**src/rtl/fetch_stage.sv**
```systemverilog
// Instruction fetch stage: owns the PC, issues word requests to instruction memory
// and buffers returned words in a small FIFO presented to the decoder.
module fetch_stage #(
  parameter logic [31:0] RESET_PC = 32'h0000_8000,
  parameter int          DEPTH    = 4
) (
  input  logic        clk,
  input  logic        rstn,
  output logic        imem_req,
  output logic [31:0] imem_addr,
  input  logic        imem_gnt,
  input  logic        imem_rvalid,
  input  logic [31:0] imem_rdata,
  input  logic        redirect_valid,
  input  logic [31:0] redirect_pc,
  output logic        inst_valid,
  input  logic        inst_ready,
  output logic [31:0] inst_b,
  output logic [31:0] inst_pc
);

  localparam int          AW      = $clog2(DEPTH);
  localparam int          CW      = AW + 2;
  localparam logic [31:0] NOP     = 32'h0000_0013;
  localparam logic [AW:0] PTR_ONE = 1;

  logic [31:0]   pc;
  logic [31:0]   inflight_pc;
  logic          inflight;
  logic [AW:0]   wr_ptr;
  logic [AW:0]   rd_ptr;
  logic [AW:0]   count;
  logic [31:0]   mem_inst [DEPTH];
  logic [31:0]   mem_pc   [DEPTH];
  logic          grant;
  logic          push;
  logic          pop;
  logic [CW-1:0] credit;
  logic          redir_unused;

  assign redir_unused = ^redirect_pc[1:0];

  assign count      = wr_ptr - rd_ptr;
  assign inst_valid = (count != '0);
  assign pop        = inst_valid && inst_ready;

  // Slots that will still be occupied after this edge, counting the word in flight.
  assign credit = {1'b0, count} - CW'(pop) + CW'(inflight);

  always_comb begin
    imem_req = 1'b0;
    if (rstn && !redirect_valid && (credit < CW'(DEPTH)))
      imem_req = 1'b1;
  end

  assign imem_addr = pc;
  assign grant     = imem_req && imem_gnt;
  assign push      = imem_rvalid && inflight && !redirect_valid;

  always_ff @(posedge clk or negedge rstn) begin
    if (!rstn) begin
      pc          <= RESET_PC;
      inflight    <= 1'b0;
      inflight_pc <= '0;
      wr_ptr      <= '0;
      rd_ptr      <= '0;
    end else if (redirect_valid) begin
      pc       <= {redirect_pc[31:2], 2'b00};
      inflight <= 1'b0;
      wr_ptr   <= '0;
      rd_ptr   <= '0;
    end else begin
      inflight <= grant;
      if (grant) begin
        pc          <= pc + 32'd4;
        inflight_pc <= pc;
      end
      if (push)
        wr_ptr <= wr_ptr + PTR_ONE;
      if (pop)
        rd_ptr <= rd_ptr + PTR_ONE;
    end
  end

  // Storage needs no reset; the pointers alone decide what is valid.
  always_ff @(posedge clk) begin
    if (push) begin
      mem_inst[wr_ptr[AW-1:0]] <= imem_rdata;
      mem_pc[wr_ptr[AW-1:0]]   <= inflight_pc;
    end
  end

  assign inst_b  = inst_valid ? mem_inst[rd_ptr[AW-1:0]] : NOP;
  assign inst_pc = inst_valid ? mem_pc[rd_ptr[AW-1:0]]   : 32'h0;

endmodule

```
**config.mk**
```make
export PLATFORM = sky130hd
export DESIGN_NAME = fetch_stage
export DESIGN_NICKNAME = d
export VERILOG_FILES = /design/src/rtl/fetch_stage.sv
export SDC_FILE = /design/constraint.sdc
export NUM_CORES = 1
export LEC_CHECK = 0
export BUFFER_PORTS_ARGS = -buffer_cell sky130_fd_sc_hd__buf_4
export CAP_MARGIN = 20
export CORE_MARGIN = 5
export CORE_UTILIZATION = 25
export DETAILED_ROUTE_END_ITERATION = 10
export PLACE_DENSITY = 0.38
export SYNTH_ARGS = -nofsm -noshare
export SYNTH_HDL_FRONTEND = slang
export SYNTH_SLANG_ARGS = --single-unit
```
**constraint.sdc**
```tcl
create_clock -name clk -period 8.2 [get_ports clk]
set_input_delay 1.64 -clock clk [delete_from_list [all_inputs] [get_ports clk]]
set_output_delay 1.64 -clock clk [all_outputs]
set_load 0.03 [all_outputs]
```
==> flow_summary_export.csv, run 1 <==
group,metric,value,unit
status,status,"finished clean",
yosys,synthArstFlopShare,0.213,
setup_path,critPathCaptureType,"output port",
flow_run,cap_violations,0,
route,vias,7117,
route,routedWlPerCell,21.0,um
clock_tree,ctsHoldBuffers,0,
setup_path,crit_required,6.56,ns
floorplan,fp.dieH,237,um
worst_hold_path,min-delay-start,"inflight_pc[21]",
setup_path,regToRegStartpoint,"rd_ptr[0]",
sta,fmax,0.139,GHz
power,power_density,351,mW/mm^2
route,totalWireLength,34000,um
yosys,ys_ff_latch,315,
placement,place_area,0.0149,sq mm
final_layout,seqCellArea,0.00913,sq mm
final_layout,nNetsFinal,987,
sta,relSlewSlack,0.361,
sta,fin_crit,7.18,ns
sta,finalHoldViolations,0,
setup_path,critical_path_arrival,5.54,ns
grt,grt_pass1_vias,7603,
yosys,synth-edff-count,248,
clock_tree,postCtsResizedCells,0,
setup_path,cp_max_fo,27,
clock_tree,cts_buffers,39,
grt,grt_start_max_net_pins,71,
clock_tree,cts_setup_buffers,0,
route,drc,0,
worst_hold_path,hold_depth,0,
final_layout,multi_input_area,0.00359,sq mm
grt,grt.overflow.total,0,
clock_tree,h-tree-depth,2,
final_layout,nFillCells,5036,
clock_tree,tritoncts,"done",
yosys,ys_warn_count,0,
setup_path,crit_top_cell,"ha_1",
clock_tree,cts_root_buf,"clkbuf_16",
power,p_leak,0.00554,uW
sta,rsz0062_at_grt,"false",
grt,grt_usage,0.119,
route,dr.pass1.iters,5,
route,drtIter0Drc,337,
floorplan,die_w,237,um
yosys,synth_cell_types,52,
setup_path,worstReg2RegEnd,"inflight_pc[21]",
worst_hold_path,hold_end,"mem_pc[3][21]",
yosys,synth_top_area_cell,"edfxtp_1",
placement,dp_hpwl,20500,um
clock_tree,clock_sinks,315,
yosys,synth_ff_type,"edfxtp_1",
sta,finalSetupViolCount,0,
yosys,yosysSeqAreaShare,0.707,
yosys,synth.avg_cell_area,17.5,sq um
setup_path,crit_slowest_cell,"or4b_1",
sta,setup_tns,0,ns
sta,fin_crit_sh,0.875,
route,drtAntennaViolNets,0,
setup_path,critPathKind,"flop to output port",
placement,port_buffers,161,
placement,gp_congestion,0.693,
clock_tree,clk_path_buf_depth,3,
yosys,synth_common_cells,"edfxtp_1 (248), and2_1 (71), dfrtp_1 (66)",
setup_path,slowest_delay,0.80,ns
floorplan,start_util,0.252,
floorplan,num_io_pins,168,
setup_path,rr_worst_depth,14,
clock_tree,clkLatencyLatePin,0.55,ns
yosys,post-synth-top-count-cell,"edfxtp_1",
yosys,yosys-top-cells-area,"edfxtp_1 (58%), dfrtp_1 (13%), mux4_2 (11%)",
grt,grt_pass1_wl,50600,um
floorplan,core_area,0.0512,sq mm
yosys,netlist_instances,738,
yosys,yosys.area.top_type_share,0.577,
final_layout,area_delta_synth_final,24.7,%
yosys,synth_area,0.0129,sq mm
setup_path,cp_cell_sequence,"ha_1, fa_1, xnor3_1, and3_1, inv_2, and2_1, ha_1, inv_1, ha_1, and3b_1, or4b_1, and3_1, nor3b_1, buf_4",
setup_path,r2r_slack,2.74,ns
final_layout,layout-drive-gt1-share,0.356,
floorplan,std_cell_rows,83,
grt,antenna_found_initial,0,
sta,worstMarginPinSlew,0.958,ns
floorplan,die-area,0.0563,sq mm
worst_hold_path,hold_path.class,"flop to flop",
final_layout,fin_area,0.0161,sq mm
power,ir_worst_vdd,213,uV
sta,fin_skew,0.0267,ns
clock_tree,clk_pin_slew,0.05,ns
setup_path,critPathLaunchType,"flop",
route,viasPerCell,4.40,
final_layout,diodes,0,
sta,drv_slew,0,
==> flip-flops by register name (all words and copies together), names as in the netlist <==
| register | flops |
|---|---|
| mem_inst | 128 |
| mem_pc | 120 |
| imem_addr | 30 |
| inflight_pc | 30 |
| rd_ptr | 3 |
| wr_ptr | 3 |
| inflight | 1 |
==> cell usage in the layout (no fill, tap or decap), drive strengths merged, types with 3 or more instances in the layout <==
cell type  count
a21boi         3
a21oi          3
a311oi         7
a31oi         18
and2          71
and3           6
and4           5
buf          171
clkbuf        53
clkinv        15
conb           4
dfrtp         66
edfxtp       248
ha            10
inv            8
mux2          32
mux4          62
nand2         20
nand2b         3
nand3         13
nand4         14
nor2          23
nor3           3
o21ai         17
o31ai          4
or2            3
or3           10
or4            4
xnor2         13
xor2           3
==> layer usage <==
| metal | share of wire | up-vias | track usage |
|---|---|---|---|
| li1 | - | 3219 | - |
| met1 | 0.47 | 3676 | 0.165 |
| met2 | 0.46 | 179 | 0.186 |
| met3 | 0.056 | 43 | 0.0326 |
| met4 | 0.019 | 0 | 0.0308 |
| met5 | 0 | - | 0 |
==> stage by stage <==
step	cells	util	total power, uW	setup slack (ns)	hold slack [ns]
3_5_place_dp	1545	0.291	4120	1.48	0.512
3_3_place_gp	1545	0.291	4110	1.51	0.503
5_1_grt	1617	0.314	5980	0.628	0.546
4_1_cts	1617	0.314	5810	0.870	0.519
2_1_floorplan	741	-	3330	2.07	0.472
6_report	1617	0.314	5660	1.02	0.517
==> worst max-delay path: cells and delay by family, from the launching register on <==
family        cells  cell delay, ns
fa+ha+maj         4            1.05
simple gates      6            2.49
xor+xnor          1            0.46
flops             1            0.69
buf+inv           3            0.31
==> worst max path at each step <==
| stage | cells past startpoint | startpoint | endpoint |
|---|---|---|---|
| after global routing | 14 | rd_ptr[0] | imem_req |
| after detailed placement | 14 | rd_ptr[0] | imem_req |
| after floorplan | 18 | wr_ptr[0] | imem_req |
| after CTS | 14 | rd_ptr[0] | imem_req |
| final | 14 | rd_ptr[0] | imem_req |
| after global placement | 14 | rd_ptr[0] | imem_req |
==> cell type report <==
type                       count  area share
clock buffer                  53      0.0658
timing repair buffer         171      0.0797
inverter                       7     0.00163
sequential                   315       0.567
clock inverter                19     0.00995
multi-input combinational    372       0.223
tap                          680      0.0528
==> cell families (layout without fill, tap and decap cells) <==
| family | count (synthesis) | after routing | synth area share |
|---|---|---|---|
| AOI/OAI and AO/OA | 62 | 62 | 0.0332 |
| DFF | 315 | 315 | 0.707 |
| other | 1 | 4 | 0.000290 |
| xor gates and xnor gates | 17 | 17 | 0.0126 |
| muxes | 96 | 96 | 0.138 |
| buffers and inverters | 54 | 250 | 0.0179 |
| adders and majority gates | 11 | 11 | 0.0112 |
| and+or+nand+nor | 182 | 182 | 0.0805 |
==> report_power, final <==
group	switching, uW	total [uW]	internal, uW
sequential	167	2090	1930
clock	667	1640	973
combinational	1170	1920	756
Power figures use the tool's default switching activity.
==> run 2, diff against run 1 <==
--- a/config.mk
+++ b/config.mk
@@ -6,9 +6,9 @@
 export NUM_CORES = 1
 export LEC_CHECK = 0
 export BUFFER_PORTS_ARGS = -buffer_cell sky130_fd_sc_hd__buf_4
-export CAP_MARGIN = 20
 export CORE_MARGIN = 5
 export CORE_UTILIZATION = 25
+export CTS_CLUSTER_DIAMETER = 60
 export DETAILED_ROUTE_END_ITERATION = 10
 export PLACE_DENSITY = 0.38
 export SYNTH_ARGS = -nofsm -noshare
==> constraint.sdc (replaced) <==
create_clock -name clk -period 8.44 [get_ports clk]
set_input_delay 1.688 -clock clk [delete_from_list [all_inputs] [get_ports clk]]
set_output_delay 1.688 -clock clk [all_outputs]
set_load 0.03 [all_outputs]
==> flow_summary_export.csv, run 2 (synthesized netlist as in run 1, its figures left out) <==
group,metric,value,unit
setup_path,crit_required,6.75,ns
grt,grt_usage,0.119,
sta,setup_tns,0,ns
grt,grt_pass1_vias,7663,
route,detail_route.wirelength.met1,15100,um
final_layout,final_common_cell,"edfxtp_1",
power,power_density,342,mW/mm^2
route,wl_met3,2120,um
route,dr.pass1.iters,5,
worst_hold_path,hold_path.class,"flop to flop",
final_layout,nNetsFinal,990,
route,drtAntennaViolNets,0,
clock_tree,clk_pin_slew,0.06,ns
floorplan,fp.dieH,237,um
final_layout,layout-drive-gt1-share,0.358,
setup_path,crit_slowest_cell,"or4b_1",
clock_tree,cts_setup_buffers,0,
setup_path,slowest_delay,0.81,ns
clock_tree,clk_path_buf_depth,3,
sta,fmax,0.142,GHz
route,wl_met2,15700,um
setup_path,cp_cell_sequence,"ha_1, fa_1, xnor3_1, and3_1, inv_2, and2_1, ha_1, inv_1, ha_1, and3b_1, or4b_1, and3_1, buf_4, nor3b_1, buf_4",
final_layout,final_cells,1619,
sta,fin_crit_sh,0.833,
clock_tree,cts_root_buf,"clkbuf_16",
floorplan,num_io_pins,168,
setup_path,critPathCaptureType,"output port",
clock_tree,clkLatencyLatePin,0.56,ns
floorplan,std_cell_rows,83,
floorplan,start_util,0.252,
sta,finalHoldViolations,0,
setup_path,cpLargestDelayFamily,"simple AND/OR/NAND/NOR gates",
clock_tree,ctsHoldBuffers,0,
flow_run,cap_violations,0,
final_layout,largest_reg_flops,128,
clock_tree,clock_sinks,315,
setup_path,critical_path_arrival,5.34,ns
sta,worstMarginPinSlew,1.00,ns
sta,finalSetupViolCount,0,
clock_tree,tritoncts,"done",
clock_tree,cts_buffers,40,
route,vias,7172,
floorplan,die-area,0.0563,sq mm
sta,fin_skew,0.0228,ns
sta,rsz0062_at_grt,"false",
power,ir_worst_vdd,240,uV
setup_path,critPathBufInv,4,
route,drc,0,
route,viasPerCell,4.43,
placement,port_buffers,161,
sta,relSlewSlack,0.333,
setup_path,crit_top_cell,"ha_1",
grt,grt.overflow.total,0,
setup_path,critPathLaunchType,"flop",
sta,drv_slew,0,
grt,grt_start_max_net_pins,62,
grt,antenna_found_initial,1,
route,drtIter0Drc,398,
route,routedWlPerCell,20.8,um
setup_path,cp_max_fo,27,
clock_tree,postCtsResizedCells,0,
final_layout,diodes,0,
clock_tree,h-tree-depth,2,
power,p_leak,0.00555,uW
floorplan,core_area,0.0512,sq mm
setup_path,critPathKind,"flop to output port",
final_layout,area_delta_synth_final,25.0,%
placement,gp_congestion,0.713,
status,status,"finished clean",
sta,fin_crit,7.03,ns
grt,grt_pass1_wl,50700,um
placement,dp_hpwl,20700,um
final_layout,nFillCells,5049,
final_layout,final_cell_mix,"edfxtp_1 (248), buf_4 (173), and2_1 (67)",
route,topRoutingLayerUsed,"met5",
route,totalWireLength,33700,um
floorplan,die_w,237,um
placement,dpl.cell_count,1547,
## run 2: changes by cell type in the layout (fill, tap and decap cells not counted)
cell	delta
buf_4	+2
clkinv_2	-5
clkinv_1	-1
clkinvlp_4	+1
inv_6	+3
inv_16	+1
clkbuf_1	+1
## run 2: worst paths after layout
| kind | from | slack (ns) | to | depth (start not counted) |
|---|---|---|---|---|
| max | rd_ptr[0] | 1.41 | imem_req | 15 |
| min in group asynchronous | rstn | 1.13 | imem_addr[13] | 1 |
| max reg2reg | rd_ptr[0] | 3.17 | inflight_pc[23] | 14 |
| max in group asynchronous | rstn | 6.39 | rd_ptr[1] | 2 |
| min reg2reg | inflight_pc[8] | 0.52 | mem_pc[1][8] | 0 |
| min | inflight_pc[8] | 0.52 | mem_pc[1][8] | 0 |
## run 2: area by class of cell
| type | count | area, sq um | share of cell area |
|---|---|---|---|
| Clock buffer | 54 | 1060 | 0.0659 |
| Sequential cell | 315 | 9130 | 0.566 |
| Clock inverter | 18 | 185 | 0.0115 |
| Tap cell | 680 | 851 | 0.0527 |
| Multi-Input combinational cell | 372 | 3590 | 0.222 |
| Inverter | 7 | 26.3 | 0.00163 |
| Timing Repair Buffer | 173 | 1300 | 0.0804 |
## run 2: layer usage
metal	global-route usage	vias to the layer above
li1	-	3243
met1	0.162	3692
met2	0.188	181
met3	0.0326	54
met4	0.0332	2
met5	0	-
## run 2: per-stage QoR
step / hold slack (ns) / instance area (sq um) / util / setup slack (ns) / total power (uW)
floorplan: 0.472 / 12900 / - / 2.26 / 3240
CTS: 0.520 / 16100 / 0.315 / 1.28 / 5680
finish: 0.515 / 16100 / 0.315 / 1.41 / 5530
detailed placement: 0.507 / 14900 / 0.291 / 1.90 / 4020
global route: 0.536 / 16100 / 0.315 / 1.09 / 5850
global placement: 0.508 / 14900 / 0.291 / 1.90 / 4000
## run 2: report_power, final
part | total (uW) | internal [uW] | switching (uW)
clock | 1610 | 957 | 658
sequential | 2030 | 1870 | 161
combinational | 1880 | 745 | 1140
total | 5530 | 3570 | 1950
==> run 3, diff against run 2 <==
--- a/config.mk
+++ b/config.mk
@@ -10,7 +10,7 @@
 export CORE_UTILIZATION = 25
 export CTS_CLUSTER_DIAMETER = 60
 export DETAILED_ROUTE_END_ITERATION = 10
-export PLACE_DENSITY = 0.38
+export PLACE_DENSITY = 0.39
 export SYNTH_ARGS = -nofsm -noshare
 export SYNTH_HDL_FRONTEND = slang
 export SYNTH_SLANG_ARGS = --single-unit
==> constraint.sdc (replaced) <==
create_clock -name clk -period 5.9 [get_ports clk]
set_input_delay 1.18 -clock clk [delete_from_list [all_inputs] [get_ports clk]]
set_output_delay 1.18 -clock clk [all_outputs]
set_load 0.03 [all_outputs]
==> flow_summary_export.csv, run 3 (synthesized netlist as in run 1, its figures left out) <==
group,metric,value,unit
setup_path,regToRegStartpoint,"wr_ptr[0]",
sta,setup_tns,0,ns
floorplan,core_area,0.0512,sq mm
power,ir_worst_vdd,249,uV
clock_tree,tritoncts,"done",
route,viasPerCell,4.41,
floorplan,die-area,0.0563,sq mm
setup_path,r2r_slack,1.26,ns
route,vias,7159,
final_layout,seqCellArea,0.00913,sq mm
clock_tree,clk_path_buf_depth,3,
sta,finalHoldViolations,0,
grt,grt_pass1_wl,50600,um
worst_hold_path,hold_end,"mem_pc[2][14]",
final_layout,diodes,0,
setup_path,worstReg2RegEnd,"imem_addr[29]",
final_layout,nNetsFinal,995,
sta,fmax,0.177,GHz
status,status,"finished clean",
placement,gp_congestion,0.710,
sta,relSlewSlack,0.424,
final_layout,layout-drive-gt1-share,0.363,
final_layout,area_delta_synth_final,25.4,%
setup_path,critPathKind,"flop to output port",
power,finalPower,7940,uW
placement,pre_cts_slack,0.621,ns
grt,antenna_found_initial,0,
clock_tree,clkLatencyLatePin,0.55,ns
power,p_int,5150,uW
worst_hold_path,hold_path.class,"flop to flop",
setup_path,crit_path_start,"wr_ptr[0]",
grt,grt_start_max_net_pins,62,
sta,rsz0062_at_grt,"false",
sta,worstMarginPinSlew,0.864,ns
placement,dpl.cell_count,1551,
route,drtIter0Drc,302,
setup_path,rr_worst_depth,16,
power,p_switching,2790,uW
clock_tree,clk_pin_slew,0.06,ns
route,routedWlPerCell,20.7,um
sta,fin_skew,0.0196,ns
clock_tree,cts_buffers,41,
sta,drv_slew,0,
power,switching_share,0.351,
final_layout,final_cells,1625,
final_layout,final_cell_mix,"edfxtp_1 (248), buf_4 (177), and2_1 (67)",
sta,fin_crit_sh,0.957,
route,totalWireLength,33600,um
grt,grt_pass1_vias,7730,
final_layout,nFillCells,5046,
sta,fin_crit,5.65,ns
power,power_density,490,mW/mm^2
placement,port_buffers,161,
flow_run,cap_violations,0,
setup_path,critPathLaunchType,"flop",
final_layout,multi_input_area,0.00359,sq mm
final_layout,largest_reg_flops,128,
floorplan,die_w,237,um
setup_path,critPathCaptureType,"output port",
worst_hold_path,min-delay-start,"inflight_pc[14]",
final_layout,final_common_cell,"edfxtp_1",
floorplan,fp.dieH,237,um
setup_path,cp_max_fo,14,
power,power_frac_clock,0.292,
clock_tree,h-tree-depth,2,
route,drc,0,
setup_path,crit_required,4.72,ns
clock_tree,clock_sinks,315,
power,combPwrFrac,0.347,
grt,grt_usage,0.119,
worst_hold_path,hold_depth,0,
route,dr.pass1.iters,4,
sta,layout_setup_ws,0.255,ns
clock_tree,cts_root_buf,"clkbuf_16",
power,pwr-share-seq,0.361,
floorplan,start_util,0.252,
placement,dp_hpwl,20300,um
grt,grt.overflow.total,0,
route,drtAntennaViolNets,0,
sta,hold_ws,0.520,ns
setup_path,critical_path_arrival,4.47,ns
sta,finalSetupViolCount,0,
floorplan,num_io_pins,168,
floorplan,std_cell_rows,83,
power,p_leak,0.00558,uW
==> run 3: area by class of cell <==
type | instances | area share
multi-input cells | 372 | 0.222
clock buffers | 58 | 0.0705
flip-flops and latches | 315 | 0.564
inverters | 7 | 0.00162
clock inverters | 16 | 0.00757
repair buffers | 177 | 0.0820
well taps | 680 | 0.0525
==> run 3: what timing repair did <==
item                                    4_1_cts  5_1_grt
hold endpoints to repair                      0        0
endpoints found under the setup margin        0        1
resized for setup                             0        3
hold buffers                                  0        0
setup buffers                                 0        0
==> run 3: power groups by stage <==
stage                     registers (uW)  clock network, uW  logic, uW
after global routing                2900               2520       2970
final                               2860               2320       2760
after CTS                           2870               2420       2840
after floorplan                     2870                  0       1760
after detailed placement            2920                  0       2840
after global placement              2910                  0       2840
==> run 3: worst max-delay path by stage <==
stage	end	slack, ns	depth (start not counted)
5_1_grt	imem_req	0.02	16
6_report	imem_req	0.25	16
3_5_place_dp	imem_req	0.62	16
3_3_place_gp	imem_req	0.62	16
4_1_cts	imem_req	0.01	16
2_1_floorplan	imem_req	0.23	18
==> run 3: critical path, cell delays in order, from the launching register on <==
cell	delay (ns)
dfrtp_1	0.38
inv_1	0.11
ha_1	0.22
fa_1	0.35
xnor3_2	0.43
and3_4	0.24
inv_2	0.05
and2_1	0.20
ha_1	0.17
inv_1	0.04
ha_1	0.25
and3b_1	0.18
or4b_1	0.50
buf_4	0.21
and3_1	0.19
nor3b_1	0.19
buf_4	0.19
==> run 3: routing by layer <==
layer	GRT usage	routed length [um]
met3	0.0335	1860
met4	0.0332	739
met5	0	0
met1	0.163	15700
met2	0.186	15300
==> run 3: through the flow <==
| stage | util | instance area, sq um |
|---|---|---|
| after floorplan | - | 12900 |
| after global placement | 0.292 | 14900 |
| after detailed placement | 0.292 | 14900 |
| after CTS | 0.316 | 16200 |
| after global routing | 0.316 | 16200 |
| final | 0.316 | 16200 |
